$ cat config.mk
export PLATFORM = sky130hd
export DESIGN_NAME = phase_readout_flat
export DESIGN_NICKNAME = d
export VERILOG_FILES = /design/src/rtl/phase_readout_pkg.sv /design/src/rtl/phase_readout_if.sv /design/src/rtl/phase_word_mux.sv /design/src/rtl/phase_readout.sv /design/src/flat_wrapper.sv
export SDC_FILE = /design/constraint.sdc
export NUM_CORES = 1
export LEC_CHECK = 0
export CAP_MARGIN = 20
export CORE_ASPECT_RATIO = 0.6
export CORE_MARGIN = 2
export CORE_UTILIZATION = 45
export DETAILED_ROUTE_END_ITERATION = 7
export PLACE_DENSITY = 0.8
export SLEW_MARGIN = 20
export SYNTH_ARGS = -nofsm -noshare
export SYNTH_HDL_FRONTEND = slang
export SYNTH_HIERARCHICAL = 1
export SYNTH_SLANG_ARGS = --single-unit
$ cat constraint.sdc
create_clock -name clk -period 2.9 [get_ports clk]
set_clock_uncertainty 0.2 [all_clocks]
set_input_delay 0.58 -clock clk [delete_from_list [all_inputs] [get_ports clk]]
set_output_delay 0.58 -clock clk [all_outputs]
set_load 0.02 [all_outputs]
$ cat src/rtl/phase_readout_pkg.sv
// ============================================================================
// Module : phase_readout_pkg
// Brief  : Shared FSM state encoding and sizing helper for phase_readout.
// Rev    : 1.0
// ============================================================================
`default_nettype none

package phase_readout_pkg;

  typedef enum logic [2:0] {
    PR_IDLE   = 3'd0,
    PR_CLEAR  = 3'd1,
    PR_RUN    = 3'd2,
    PR_SNAP   = 3'd3,
    PR_STREAM = 3'd4
  } pr_state_e;

  // Word index width; never narrower than one bit, even for a single word.
  function automatic int idx_width(input int nwords);
    return (nwords > 1) ? $clog2(nwords) : 1;
  endfunction

endpackage

`default_nettype wire

$ cat src/rtl/phase_readout_if.sv
// ============================================================================
// Module : phase_readout_if
// Brief  : Valid/ready word stream from the readout unit to the host.
// Rev    : 1.0
// ============================================================================
`default_nettype none

interface phase_readout_if #(
  parameter int WORD = 32
);
  logic [WORD-1:0] out_data;
  logic            out_valid;
  logic            out_ready;
  logic            out_last;

  modport master (
    output out_data,
    output out_valid,
    output out_last,
    input  out_ready
  );

  modport slave (
    input  out_data,
    input  out_valid,
    input  out_last,
    output out_ready
  );
endinterface

`default_nettype wire

$ cat src/rtl/phase_word_mux.sv
// ============================================================================
// Module : phase_word_mux
// Brief  : Selects one WORD-bit slice of the zero-padded phase snapshot.
// Rev    : 1.0
// ============================================================================
`default_nettype none

module phase_word_mux
  import phase_readout_pkg::*;
#(
  parameter  int N      = 3,
  parameter  int WORD   = 32,
  localparam int NWORDS = (N + WORD - 1) / WORD,
  localparam int IDXW   = idx_width(NWORDS)
) (
  input  logic [N-1:0]    vec,
  input  logic [IDXW-1:0] idx,
  output logic [WORD-1:0] word
);

  localparam int PADW = NWORDS * WORD;

  logic [PADW-1:0] padded;
  logic [WORD-1:0] words [NWORDS];

  generate
    if (PADW > N) begin : g_pad
      assign padded = {{(PADW - N){1'b0}}, vec};
    end else begin : g_nopad
      assign padded = vec;
    end

    for (genvar w = 0; w < NWORDS; w++) begin : g_word
      assign words[w] = padded[w*WORD +: WORD];
    end
  endgenerate

  always_comb begin
    word = '0;
    if (32'(idx) < NWORDS) word = words[idx];
  end

endmodule

`default_nettype wire

$ cat src/rtl/phase_readout.sv
// ============================================================================
// Module : phase_readout
// Brief  : Run controller for the phase sampler plus snapshot word unloader.
// Rev    : 1.0
// ============================================================================
`default_nettype none

module phase_readout
  import phase_readout_pkg::*;
#(
  parameter int N    = 3,
  parameter int WORD = 32
) (
  input  logic                 clk,
  input  logic                 rst,
  input  logic                 start,
  input  logic [31:0]          run_cycles,
  input  logic [N-1:0]         phase,
  output logic                 sample_rstn,
  output logic                 busy,
  output logic                 done,
  phase_readout_if.master      out
);

  localparam int              NWORDS   = (N + WORD - 1) / WORD;
  localparam int              IDXW     = idx_width(NWORDS);
  localparam logic [IDXW-1:0] LAST_IDX = IDXW'(NWORDS - 1);

  pr_state_e       state;
  pr_state_e       state_nx;
  logic [31:0]     timer;
  logic [N-1:0]    snapshot;
  logic [IDXW-1:0] idx;
  logic [WORD-1:0] word;
  logic            xfer;
  logic            last_xfer;

  assign xfer      = (state == PR_STREAM) && out.out_ready;
  assign last_xfer = xfer && (idx == LAST_IDX);

  always_comb begin
    state_nx = state;
    unique case (state)
      PR_IDLE:   if (start) state_nx = PR_CLEAR;
      PR_CLEAR:  state_nx = (timer != 32'd0) ? PR_RUN : PR_SNAP;
      PR_RUN:    if (timer == 32'd1) state_nx = PR_SNAP;
      PR_SNAP:   state_nx = PR_STREAM;
      PR_STREAM: if (last_xfer) state_nx = PR_IDLE;
      default:   state_nx = PR_IDLE;
    endcase
  end

  always_ff @(posedge clk or posedge rst) begin
    if (rst) begin
      state       <= PR_IDLE;
      sample_rstn <= 1'b0;
      done        <= 1'b0;
      timer       <= '0;
      snapshot    <= '0;
      idx         <= '0;
    end else begin
      state <= state_nx;
      // Sampler runs free only while integrating or being captured.
      sample_rstn <= (state_nx == PR_RUN) || (state_nx == PR_SNAP);
      done        <= last_xfer;

      if (state == PR_IDLE && start) begin
        timer <= run_cycles;
      end else if (state == PR_RUN) begin
        timer <= timer - 32'd1;
      end

      if (state == PR_SNAP) begin
        snapshot <= phase;
        idx      <= '0;
      end else if (xfer) begin
        idx <= idx + IDXW'(1);
      end
    end
  end

  phase_word_mux #(
    .N    (N),
    .WORD (WORD)
  ) u_word_mux (
    .vec  (snapshot),
    .idx  (idx),
    .word (word)
  );

  assign busy          = (state != PR_IDLE);
  assign out.out_valid = (state == PR_STREAM);
  assign out.out_data  = out.out_valid ? word : '0;
  assign out.out_last  = out.out_valid && (idx == LAST_IDX);

endmodule

`default_nettype wire

$ cat src/flat_wrapper.sv
// flat-port wrapper written by rule: the top's interface ports become plain ports
module phase_readout_flat import phase_readout_pkg::*;
#(
  parameter int N    = 3,
  parameter int WORD = 32
)
  (clk, rst, start, run_cycles, phase, sample_rstn, busy, done, out_out_data, out_out_valid, out_out_last, out_out_ready);
  phase_readout_if #(.WORD(WORD)) out_i ();
  input  logic clk;
  input  logic rst;
  input  logic start;
  input  logic [31:0] run_cycles;
  input  logic [N-1:0] phase;
  output logic sample_rstn;
  output logic busy;
  output logic done;
  output wire logic [$bits(out_i.out_data)-1:0] out_out_data;
  output wire logic [$bits(out_i.out_valid)-1:0] out_out_valid;
  output wire logic [$bits(out_i.out_last)-1:0] out_out_last;
  input wire logic [$bits(out_i.out_ready)-1:0] out_out_ready;
  assign out_out_data = out_i.out_data;
  assign out_out_valid = out_i.out_valid;
  assign out_out_last = out_i.out_last;
  assign out_i.out_ready = out_out_ready;
  phase_readout #(.N(N), .WORD(WORD)) u_core (.clk(clk), .rst(rst), .start(start), .run_cycles(run_cycles), .phase(phase), .sample_rstn(sample_rstn), .busy(busy), .done(done), .out(out_i));
endmodule
Word-level counts from Yosys, hierarchy flattened
Cells that the tools add are included.
Widths: inputs -> output; s select.
{"block": "op_classes", "magnitude_cmp": 2, "n_bitwise": 1, "muxes": 12, "reduce_logical": 10, "n_addsub": 2, "n_eq_ne": 7}
{"cell": "$mux 32", "n": 5}
{"cell": "$eq 32x1->1 const B", "n": 1}
{"cell": "$reduce_bool 32->1", "n": 1}
{"cell": "$sub 32x1->32 const B", "n": 1}
{"cell": "$pmux 3 s5", "n": 1}
{"cell": "$eq 3x2->1 const B", "n": 4}
{"cell": "$mux 3", "n": 3}
{"cell": "$logic_and 1x1->1", "n": 4}
{"cell": "$reduce_bool 2->1", "n": 2}
{"cell": "$eq 3x1->1 const B", "n": 1}
{"cell": "$eq 3x3->1 const B", "n": 1}
{"cell": "$logic_not 3->1", "n": 1}
{"cell": "$mux 1", "n": 3}
{"cell": "$reduce_bool 3->1", "n": 1}
{"cell": "$lt 1x1->1 const B", "n": 2}
{"cell": "$add 1x1->1 const B", "n": 1}
{"cell": "$logic_or 1x1->1", "n": 1}
{"cell": "$not 1->1", "n": 1}
{"block": "totals", "output_inout_bits": 37, "regBits": 41, "word_cells": 40, "input_bits": 39}

Depth between registers and ports, before layout
{"block": "logic_depth", "word_depth": 7, "mapped_depth": 7, "ltp_nobuf": 7}

Modules after synthesis
The synthesis kept the hierarchy.
{"mod": "phase_readout", "area_per_inst_um2": 2511.2, "cells_per_inst": 282, "n_inst": 1, "seq_area_each_um2": 1026.0}
{"mod": "phase_word_mux", "area_per_inst_um2": 240.2, "cells_per_inst": 33, "n_inst": 1, "seq_area_each_um2": 0.0}

Worst setup path after synthesis
No wires, ideal clock.
{"block": "synth_timing", "path_kind": "flip-flop to flip-flop", "from": "register u_core.timer[24]", "to": "register u_core.timer[31]", "period_less_slack_ns": 2.082, "t_required_ns": 2.563, "path_stages_with_launch": 6, "slack_ns": 0.818, "arrival_ns": 1.745, "setup_ns": 0.137, "n_path_buf": 0, "path_cell_list": "dfrtp_1 or4_4 or4_4 nor4_4 xnor2_1 a21oi_1"}
{"block": "synth_via", "elab_chain_cells": 3}
{"element": "start: declaration", "line": "phase_readout.sv:31", "text": "logic [31:0] timer;"}
{"element": "start signal: assignment", "line": "phase_readout.sv:68", "text": "timer <= run_cycles;"}
{"element": "start signal: assignment", "line": "phase_readout.sv:70", "text": "timer <= timer - 32'd1;"}
{"element": "$sub 32x1->32", "line": "phase_readout.sv:70"}
{"element": "$mux 32", "line": "phase_readout.sv:69", "text": "end else if (state == PR_RUN) begin"}
{"element": "$mux 32", "line": "phase_readout.sv:67", "text": "if (state == PR_IDLE && start) begin"}
Every way passes these cells. The select of a mux whose other input is x is not followed.
A chain may end at the register's enable or synchronous reset.

Worst setup path in the final report
{"block": "layout_timing", "from": "register u_core.state[0]", "to": "output out_out_last"}
{"block": "layout_via", "elab_chain_cells": 2}
{"element": "start: declaration", "line": "phase_readout.sv:29", "text": "pr_state_e state;"}
{"element": "start signal: assignment", "line": "phase_readout.sv:62", "text": "state <= state_nx;"}
{"element": "$eq 3x3->1", "line": "phase_readout.sv:92", "text": "assign out.out_valid = (state == PR_STREAM);"}
{"element": "$logic_and 1x1->1", "line": "phase_readout.sv:94", "text": "assign out.out_last = out.out_valid && (idx == LAST_IDX);"}
{"element": "end: declaration", "line": "flat_wrapper.sv:19", "text": "output wire logic [$bits(out_i.out_last)-1:0] out_out_last;"}
Every way passes these cells.

==> results.md <==
- Final Setup Violations: 0
- Fin Setup TNS: 0 ps
- Pint: 1.69 mW
- Relative slew margins: 0.618
- First-pass DRT Iterations: 4
- Pre-CTS setup slack: 403 ps
- Fin nets: 400
- DIE AREA: 6780 um^2
- Critical-path maximum fanout: 8
- PortBufs: 46
- CTS buffer count: 5
- CTS tree: yes
- CP endpoint kind: output port
- Initial core utilization: 0.459
- WL final: 5790 um
- Ports: 76
- CP Cell Sequence: nor2_2 > nand2_1 > nor2_1 > clkdlybuf4s50_1
- First DRT Iteration DRCs: 91
- Max Clk Rate: 369 MHz
- Antenna violations before repair: 0
- Synth-to-layout area growth: 21.1%
- Synth Instances: 315
- Combinational cell fraction of total power: 0.432
- Critical path class: reg2out
- Post-DP HPWL: 4240 um
- Clk slew on worst S/H paths: 80 ps
- Final weighted congestion in routability-driven placement: 0.845
- Synth cell types: 36
- Via count: 2202
- Fin. Hold Viols: 0
- Period utilisation layout: 0.936
- Post-CTS setup buffer count: 0
- Slowest stage cell on the critical path: clkdlybuf4s50_1
- Worst setup margin: 187 ps
- First-pass GRT wire length: 9630 um
- Ant. Diodes: 0
- Final Power: 2.89 mW
- Ys Warns: 6
- Hold Buf Count CTS: 0
- Core area: 6000 um^2
- Die Width: 105 um
- Hold Slack: 313 ps
- Maximum vdd drop: 463 uV
- Clock Path Buffers: 2
- CP max stage delay: 620 ps
- Register bit count reported by yosys: 41
- Remaining global-route overflow: 0
- Sw Pwr: 1.21 mW
- Most frequent cells in the layout: clkdlybuf4s50_1 (46), nor2_1 (46), dfrtp_1 (41), and3_1 (33), a21oi_1 (30)
- Tmin final: 2710 ps
- Hold/Removal Path Class: reg2reg
- Routed Antenna Nets: 0
- Slew Viols, Final: 0
- Lkg Pwr: 1.40 nW
- Cell Area, Synth: 2750 um^2
- Fillers: 569
- Sink Count: 41
- Routed len/inst: 13.1 um
- Sequential fraction of the synthesis area: 0.373
- H-tree Lvls: 2
- CP startpoint kind: flip-flop
- RSZ-0062 raised after global routing: false
- Crit path DAT: 1930 ps
- Layout cells sized above 1: 0.100
- Vias in the first global route: 2100
- Final core utilization: 0.555
- Sw frac: 0.417
- Vias per std cell: 4.97
- Pwr per Cell Area: 869 nW/um^2
- Row count: 22
- Root buf cell: clkbuf_8
- Largest net degree at the start of global routing: 65
- Seq pwr share: 0.403
- Clk network pwr share: 0.166
- Max-cap violations: 0
- CP delay by family, top: buffers and inverters
- Drc violations: 0
- All-Layer GR Usage: 0.175
- Clk_lat worst skew: 290 ps
- Worst-Margin Slew: 568 ps
- Worst Path Required: 2120 ps
- WP buf/inv: 1
- Outcome: completed
- Die Y: 64.6 um
- Syn avg cell area: 8.73 um^2
[cells in the mapped netlist, drive strengths merged]
cell type  instances  share of area
a21boi             1         0.0027
a21oi             30          0.055
a31oi              3         0.0068
and3              33          0.075
buf               32          0.085
clkbuf            14          0.019
conb               1         0.0014
dfrtp             41           0.37
ha                 3          0.014
inv                6         0.0082
mux2               3          0.012
mux2i              1         0.0036
nand2              9          0.013
nand3              2         0.0036
nand3b             2         0.0055
nand4              3          0.011
nand4b             2         0.0064
nor2              47          0.064
nor2b              4         0.0091
nor3              16          0.033
nor3b              2         0.0096
nor4              10          0.043
nor4b              2         0.0064
o21ai              5         0.0091
or2                1         0.0023
or3                8          0.018
or4                3          0.012
xnor2             28          0.089
xor2               3         0.0096
[power groups by stage]
stage | Clock (mW) | Combinational (mW) | Sequential [mW]
final | 0.480 | 1.25 | 1.17
after detailed placement | 0 | 1.24 | 1.17
after CTS | 0.494 | 1.25 | 1.16
after floorplan | 0 | 0.967 | 1.09
after global placement | 0 | 1.20 | 1.14
after global routing | 0.518 | 1.39 | 1.21
[metal layers]
layer,up-vias,GRT usage,part of all wire
li1,1105,-,-
met1,1032,0.227,0.49
met2,59,0.295,0.44
met3,6,0.0473,0.063
met4,0,0.0417,0.0076
met5,-,0,0
[sequential cells by signal (all words and copies together) (netlist names)]
signal / cells
u_core/timer: 32
u_core/snapshot: 3
u_core/state: 3
u_core/done: 1
u_core/idx: 1
u_core/sample_rstn: 1
[stage by stage]
stage	area, um^2	instances
finish	3330	443
floorplan	2860	343
CTS	3330	443
global route	3330	443
detailed placement	3210	435
global placement	3210	435
[worst paths after layout]
check	slack [ps]	from	to	cells past startpoint
hold / removal	310	u_core/snapshot[2]	u_core/snapshot[2]	1
setup / recovery	190	u_core/state[0]	out_out_last	4
max in group asynchronous	1620	rst	u_core/timer[16]	3
min in group asynchronous	520	rst	u_core/snapshot[1]	3
setup reg to reg	590	u_core/state[2]	u_core/timer[14]	5
hold reg to reg	310	u_core/snapshot[2]	u_core/snapshot[2]	1
[layout make-up]
| cell class | count | area, um^2 | area share |
|---|---|---|---|
| multi-input cells | 250 | 1530 | 0.458 |
| flip-flops and latches | 41 | 1030 | 0.308 |
| repair buffers | 54 | 533 | 0.160 |
| well taps | 84 | 105 | 0.0315 |
| clock buffers | 6 | 82.6 | 0.0248 |
| clock inverters | 2 | 37.5 | 0.0113 |
| inverters | 6 | 22.5 | 0.00676 |
[what timing repair did]
item                                    in CTS  in global routing
resized for setup                            0                  1
hold endpoints to repair                     0                  0
endpoints found under the setup margin       0                  2
[kinds of logic after synthesis]
kind of cell,synth area share
simple gates,0.312
other cells,0.00136
compound gates,0.0732
fa+ha+maj,0.0136
xor+xnor,0.0987
buf+inv,0.112
mux,0.0159
flops,0.373
(Power assumes the default switching activity.)
==> RTL edit 1 (same settings) <==
The 5 states of `pr_state_e` get a one-hot encoding in 5 bits.
--- a/src/rtl/phase_readout_pkg.sv
+++ b/src/rtl/phase_readout_pkg.sv
@@ -7,12 +7,12 @@
 
 package phase_readout_pkg;
 
-  typedef enum logic [2:0] {
-    PR_IDLE   = 3'd0,
-    PR_CLEAR  = 3'd1,
-    PR_RUN    = 3'd2,
-    PR_SNAP   = 3'd3,
-    PR_STREAM = 3'd4
+  typedef enum logic [4:0] {
+    PR_IDLE   = 5'b00001,
+    PR_CLEAR  = 5'b00010,
+    PR_RUN    = 5'b00100,
+    PR_SNAP   = 5'b01000,
+    PR_STREAM = 5'b10000
   } pr_state_e;
 
   // Word index width; never narrower than one bit, even for a single word.
Function: same outputs for any inputs over 10 cycles, from zero or initial values and one cycle with rst high; not proved beyond that.
==> RTL edit 1 against the unedited design <==
  * Final area up 3.6%
  * Sequential power down 4%
  * Routed wire length up 6.9%
  * Sequential cell count up 2
  * Setup slack worse by 74 ps
  * Total power down 11%
  * Final cell count up 5.0%
  * Area after synthesis up 4.2%
  * Critical endpoint is now out_out_data[2]
  * Largest power group is now sequential cells
==> RTL edit 1: results (changes against the unedited design) <==
Worst hold path
  – Hold path start: u_core/snapshot[0] (was u_core/snapshot[2])

Final layout
  – Fillers: 573 (was 569)
  – Seq area share: 0.312 (was 0.308)
  – Final-layout clock buffer total: 7 (was 6)
  – Utilization after layout: 0.563 (was 0.555)
  – Final Non-Filler Cells: 465 (was 443)
  – Non-clock buffer share: 0.163 (was 0.160)
  – Multi-input gates: 263 (was 250)
  – Nets: 422 (was 400)
  – Fraction of area in multi-input gates: 0.457 (was 0.458)

Detailed routing
  – Routed len/inst: 13.3 um (was 13.1 um)
  – Met2 wire len: 2680 um (was 2540 um)

Power
  – Switching Fraction: 0.392 (was 0.417)
  – Combinational power: 1.01 mW (was 1.25 mW)
  – Tot Pwr: 2.56 mW (was 2.89 mW)
  – Leakage: 1.40 nW (about the same)

STA
  – WHS: 305 ps (was 313 ps)
  – Slew HR: 0.594 (was 0.618)

Global route
  – GRT met1 Usage: 0.268 (was 0.227)
  – Largest net degree at the start of global routing: 44 (was 65)
  – Global-route wire length before repair: 10300 um (was 9630 um)
  – GR Util met3: 0.0453 (was 0.0473)
  – Vias in the first global route: 2187 (was 2100)
  – Met2 usage in global routing: 0.277 (was 0.295)

Logic synthesis
  – Synth Area in XOR/XNOR: 0.0855 (was 0.0987)
  – Post-synthesis compound-gate area fraction: 0.0973 (was 0.0732)
  – Post-synthesis sequential area ratio: 0.376 (was 0.373)

Placed design
  – Dpl hpwl: 4610 um (was 4240 um)
  – Pre-CTS setup slack: 127 ps (was 403 ps)
  – Post-Place Cell Area: 3350 um^2 (was 3210 um^2)
  – GPL Wtd Cong: 0.828 (was 0.845)

Worst setup path
  – Setup crit start: u_core/state[0] (unchanged)
  – Delay of the slowest critical-path stage: 430 ps (was 620 ps)

CTS
  – Clock sink count: 43 (was 41)

Outcome
  – Run status: complete, no violations (unchanged)
[RTL edit 1: cell types whose count changed after synthesis, moves of 9 or more]
cell     unedited run  this run
and3_1             33         0
and2_1              0        32
nor2_1             47        19
o21ai_0             5        29
a21oi_1            30         8
nand2_1             8        30
nor4_1              4        13
[RTL edit 1: worst max path at each step]
| stage | end | slack (ps) | depth (start not counted) |
|---|---|---|---|
| final | out_out_data[2] | 110 | 5 |
| after CTS | out_out_last | 90 | 5 |
| after detailed placement | out_out_last | 130 | 5 |
| after global placement | out_out_last | 170 | 5 |
| after global routing | out_out_last | 20 | 5 |
| after floorplan | out_out_last | 400 | 5 |
[RTL edit 1: logic make-up after synthesis]
group,Yosys count
simple gates,150
buf+inv,54
compound gates,49
flops,43
xor+xnor,28
fa+ha+maj,4
mux,3
other cells,1
[RTL edit 1: timing repair]
| item | CTS | global route |
|---|---|---|
| endpoints found under the hold margin | 0 | 0 |
| setup endpoints to repair | 5 | 1 |
| cloned | 0 | 0 |
| gates resized for setup | 6 | 1 |
==> RTL edit 2 (config.mk and constraints unchanged) <==
Without the edit above. `N` is set to 3 in 3 places; all go to 6.
--- a/src/rtl/phase_word_mux.sv
+++ b/src/rtl/phase_word_mux.sv
@@ -8,7 +8,7 @@
 module phase_word_mux
   import phase_readout_pkg::*;
 #(
-  parameter  int N      = 3,
+  parameter  int N      = 6,
   parameter  int WORD   = 32,
   localparam int NWORDS = (N + WORD - 1) / WORD,
   localparam int IDXW   = idx_width(NWORDS)
--- a/src/rtl/phase_readout.sv
+++ b/src/rtl/phase_readout.sv
@@ -8,7 +8,7 @@
 module phase_readout
   import phase_readout_pkg::*;
 #(
-  parameter int N    = 3,
+  parameter int N    = 6,
   parameter int WORD = 32
 ) (
   input  logic                 clk,
--- a/src/flat_wrapper.sv
+++ b/src/flat_wrapper.sv
@@ -1,7 +1,7 @@
 // flat-port wrapper written by rule: the top's interface ports become plain ports
 module phase_readout_flat import phase_readout_pkg::*;
 #(
-  parameter int N    = 3,
+  parameter int N    = 6,
   parameter int WORD = 32
 )
   (clk, rst, start, run_cycles, phase, sample_rstn, busy, done, out_out_data, out_out_valid, out_out_last, out_out_ready);
Ports: changed (resized phase); port bits go from 76 to 79. The function was not compared with the original's and may differ.
==> RTL edit 2 against the unedited design <==
  * Setup slack got worse by 70 ps
  * Hold slack got worse by 6.8 ps
  * Global-route usage fell by 0.26 points
  * Final area rose by 3.8%
  * Total power rose by 6.3%
  * Area after synthesis rose by 3.0%
  * Routed wire length rose by 3.0%
  * Sequential cell count rose by 3
  * Synthesized cell count rose by 1.3%
  * Critical path type unchanged
  * Critical endpoint unchanged
  * Largest power group unchanged
==> RTL edit 2: results (changes against the unedited design) <==
Global route
  – GR Util All Layers: 0.173 (was 0.175)
  – Vias in the first global route: 2011 (was 2100)
  – Largest net degree at the start of global routing: 45 (was 65)
  – GR Util met3: 0.0427 (was 0.0473)
  – GRT met1 Usage: 0.244 (was 0.227)
  – Met2 usage in global routing: 0.264 (was 0.295)
  – Global-route wire length before repair: 9400 um (was 9630 um)

Logic synthesis
  – Multiplexer area fraction after synthesis: 0.0238 (was 0.0159)
  – Adder-Cell Fraction of Synth Area: 0.0132 (was 0.0136)
  – Share of the synthesized area in the top cell type: 0.389 (was 0.373)
  – Post-synthesis compound-gate area fraction: 0.0653 (was 0.0732)
  – Cell count after synthesis: 319 (was 315)
  – Post-synthesis sequential area ratio: 0.389 (was 0.373)
  – Commonest cells post-synth: 44 x dfrtp_1, 39 x nand2_1, 34 x and2_1, 30 x xnor2_1, 26 x buf_4 (was 47 x nor2_1, 41 x dfrtp_1, 33 x and3_1, 30 x a21oi_1, 29 x buf_4)
  – Synth Area in XOR/XNOR: 0.102 (was 0.0987)
  – Synth area leaders: dfrtp_1 39%, xnor2_1 9.3%, and2_1 7.5% (was dfrtp_1 37%, xnor2_1 8.9%, buf_4 7.9%)

Final layout
  – Nets: 414 (was 400)
  – Biggest regs: u_core/timer: 32 flops, u_core/snapshot: 6 flops, u_core/state: 3 flops (was u_core/timer: 32 flops, u_core/snapshot: 3 flops, u_core/state: 3 flops)
  – Fillers: 566 (was 569)
  – Share of cells above drive strength 1: 0.0838 (was 0.100)

Placed design
  – Dpl hpwl: 4520 um (was 4240 um)
  – Port-buffer cells: 52 (was 46)
  – GPL Wtd Cong: 0.896 (was 0.845)

Detailed routing
  – 1st-iter DRT viols: 131 (was 91)
  – Routed len/inst: 13.1 um (about the same)
  – Routed Antenna Nets: 0 (unchanged)
  – Vias/cell: 4.82 (was 4.97)
  – Vias: 2189 (was 2202)

Power
  – Maximum vdd ir drop: 0.000416 V (was 0.000463 V)
  – NetSw: 1.31 mW (was 1.21 mW)
  – Leakage: 1.34 nW (was 1.40 nW)

STA
  – Slew HR: 0.633 (was 0.618)
  – WHS: 306 ps (was 313 ps)
  – Final min period: 2780 ps (was 2710 ps)

Worst setup path
  – Worst reg2reg path startpoint: u_core/state[1] (was u_core/state[2])
  – CP Max Fanout: 36 (was 8)

Outcome
  – Run status: complete, no violations (unchanged)
-- RTL edit 2: cell count changes in the layout (fill, tap and decap cells not counted), moves of 4 or more --
cell / before / now
and3_1: 33 / 0
o21ai_1: 0 / 12
nand2_1: 8 / 39
nor2b_1: 4 / 8
a21oi_1: 30 / 3
and2_1: 0 / 33
o21ai_0: 5 / 19
nor2_1: 46 / 14
clkdlybuf4s50_1: 46 / 52
nor4_1: 4 / 10
or3_1: 8 / 0
-- RTL edit 2: cell type report --
cell class              instances  share of cell area
flip-flops and latches         44               0.318
well taps                      84              0.0304
repair buffers                 58               0.168
clock inverters                 1             0.00217
multi-input cells             255               0.450
inverters                       5             0.00543
clock buffers                   7              0.0250
-- RTL edit 2: what timing repair did --
action,in CTS,in global routing
endpoints found under the hold margin,0,0
setup buffers,0,0
gates resized for setup,0,1
endpoints found under the setup margin,0,4
-- RTL edit 2: worst max-delay path, delay by kind of cell, from the launching register on --
family        cells  cell delay [ps]
buf+inv           2              830
flops             1              480
simple gates      2              390
-- RTL edit 2: kinds of logic (layout without fill, tap and decap cells) --
group	count (synthesis)	in the layout
xor gates and xnor gates	33	33
adders and majority gates	3	3
muxes	6	6
AOI/OAI and AO/OA	36	36
and+or+nand+nor	151	151
other	1	26
buffers and inverters	45	71
DFF	44	44
-- RTL edit 2: how the worst max path moves through the flow --
stage | start | to | slack, ps | cells past startpoint
floorplan | u_core/state[0] | out_out_data[3] | 610 | 4
global placement | u_core/state[0] | out_out_last | 460 | 4
detailed placement | u_core/state[0] | out_out_data[2] | 390 | 4
CTS | u_core/state[0] | out_out_last | 40 | 4
global route | u_core/state[0] | out_out_last | 20 | 4
finish | u_core/state[0] | out_out_last | 120 | 4
-- RTL edit 2: stage by stage --
step	utilization	cell area, um^2	setup WS, ps
2_1_floorplan	-	2930	611
3_3_place_gp	0.550	3360	460
3_5_place_dp	0.550	3360	391
4_1_cts	0.565	3450	42.1
5_1_grt	0.566	3460	21.5
6_report	0.566	3460	116
-- RTL edit 2: routing by layer --
| layer | share of wire | wire length (um) | up-vias |
|---|---|---|---|
| li1 | - | - | 1115 |
| met1 | 0.50 | 2970 | 1010 |
| met2 | 0.44 | 2620 | 59 |
| met3 | 0.054 | 320 | 5 |
| met4 | 0.0096 | 57 | 0 |
| met5 | 0 | 0 | - |
-- RTL edit 2: power groups by stage --
stage / clock network, mW / registers (mW) / logic [mW]
after global placement: 0 / 1.23 / 1.37
after detailed placement: 0 / 1.25 / 1.42
after CTS: 0.420 / 1.24 / 1.42
after floorplan: 0 / 1.17 / 1.09
final: 0.402 / 1.25 / 1.43
after global routing: 0.443 / 1.29 / 1.58
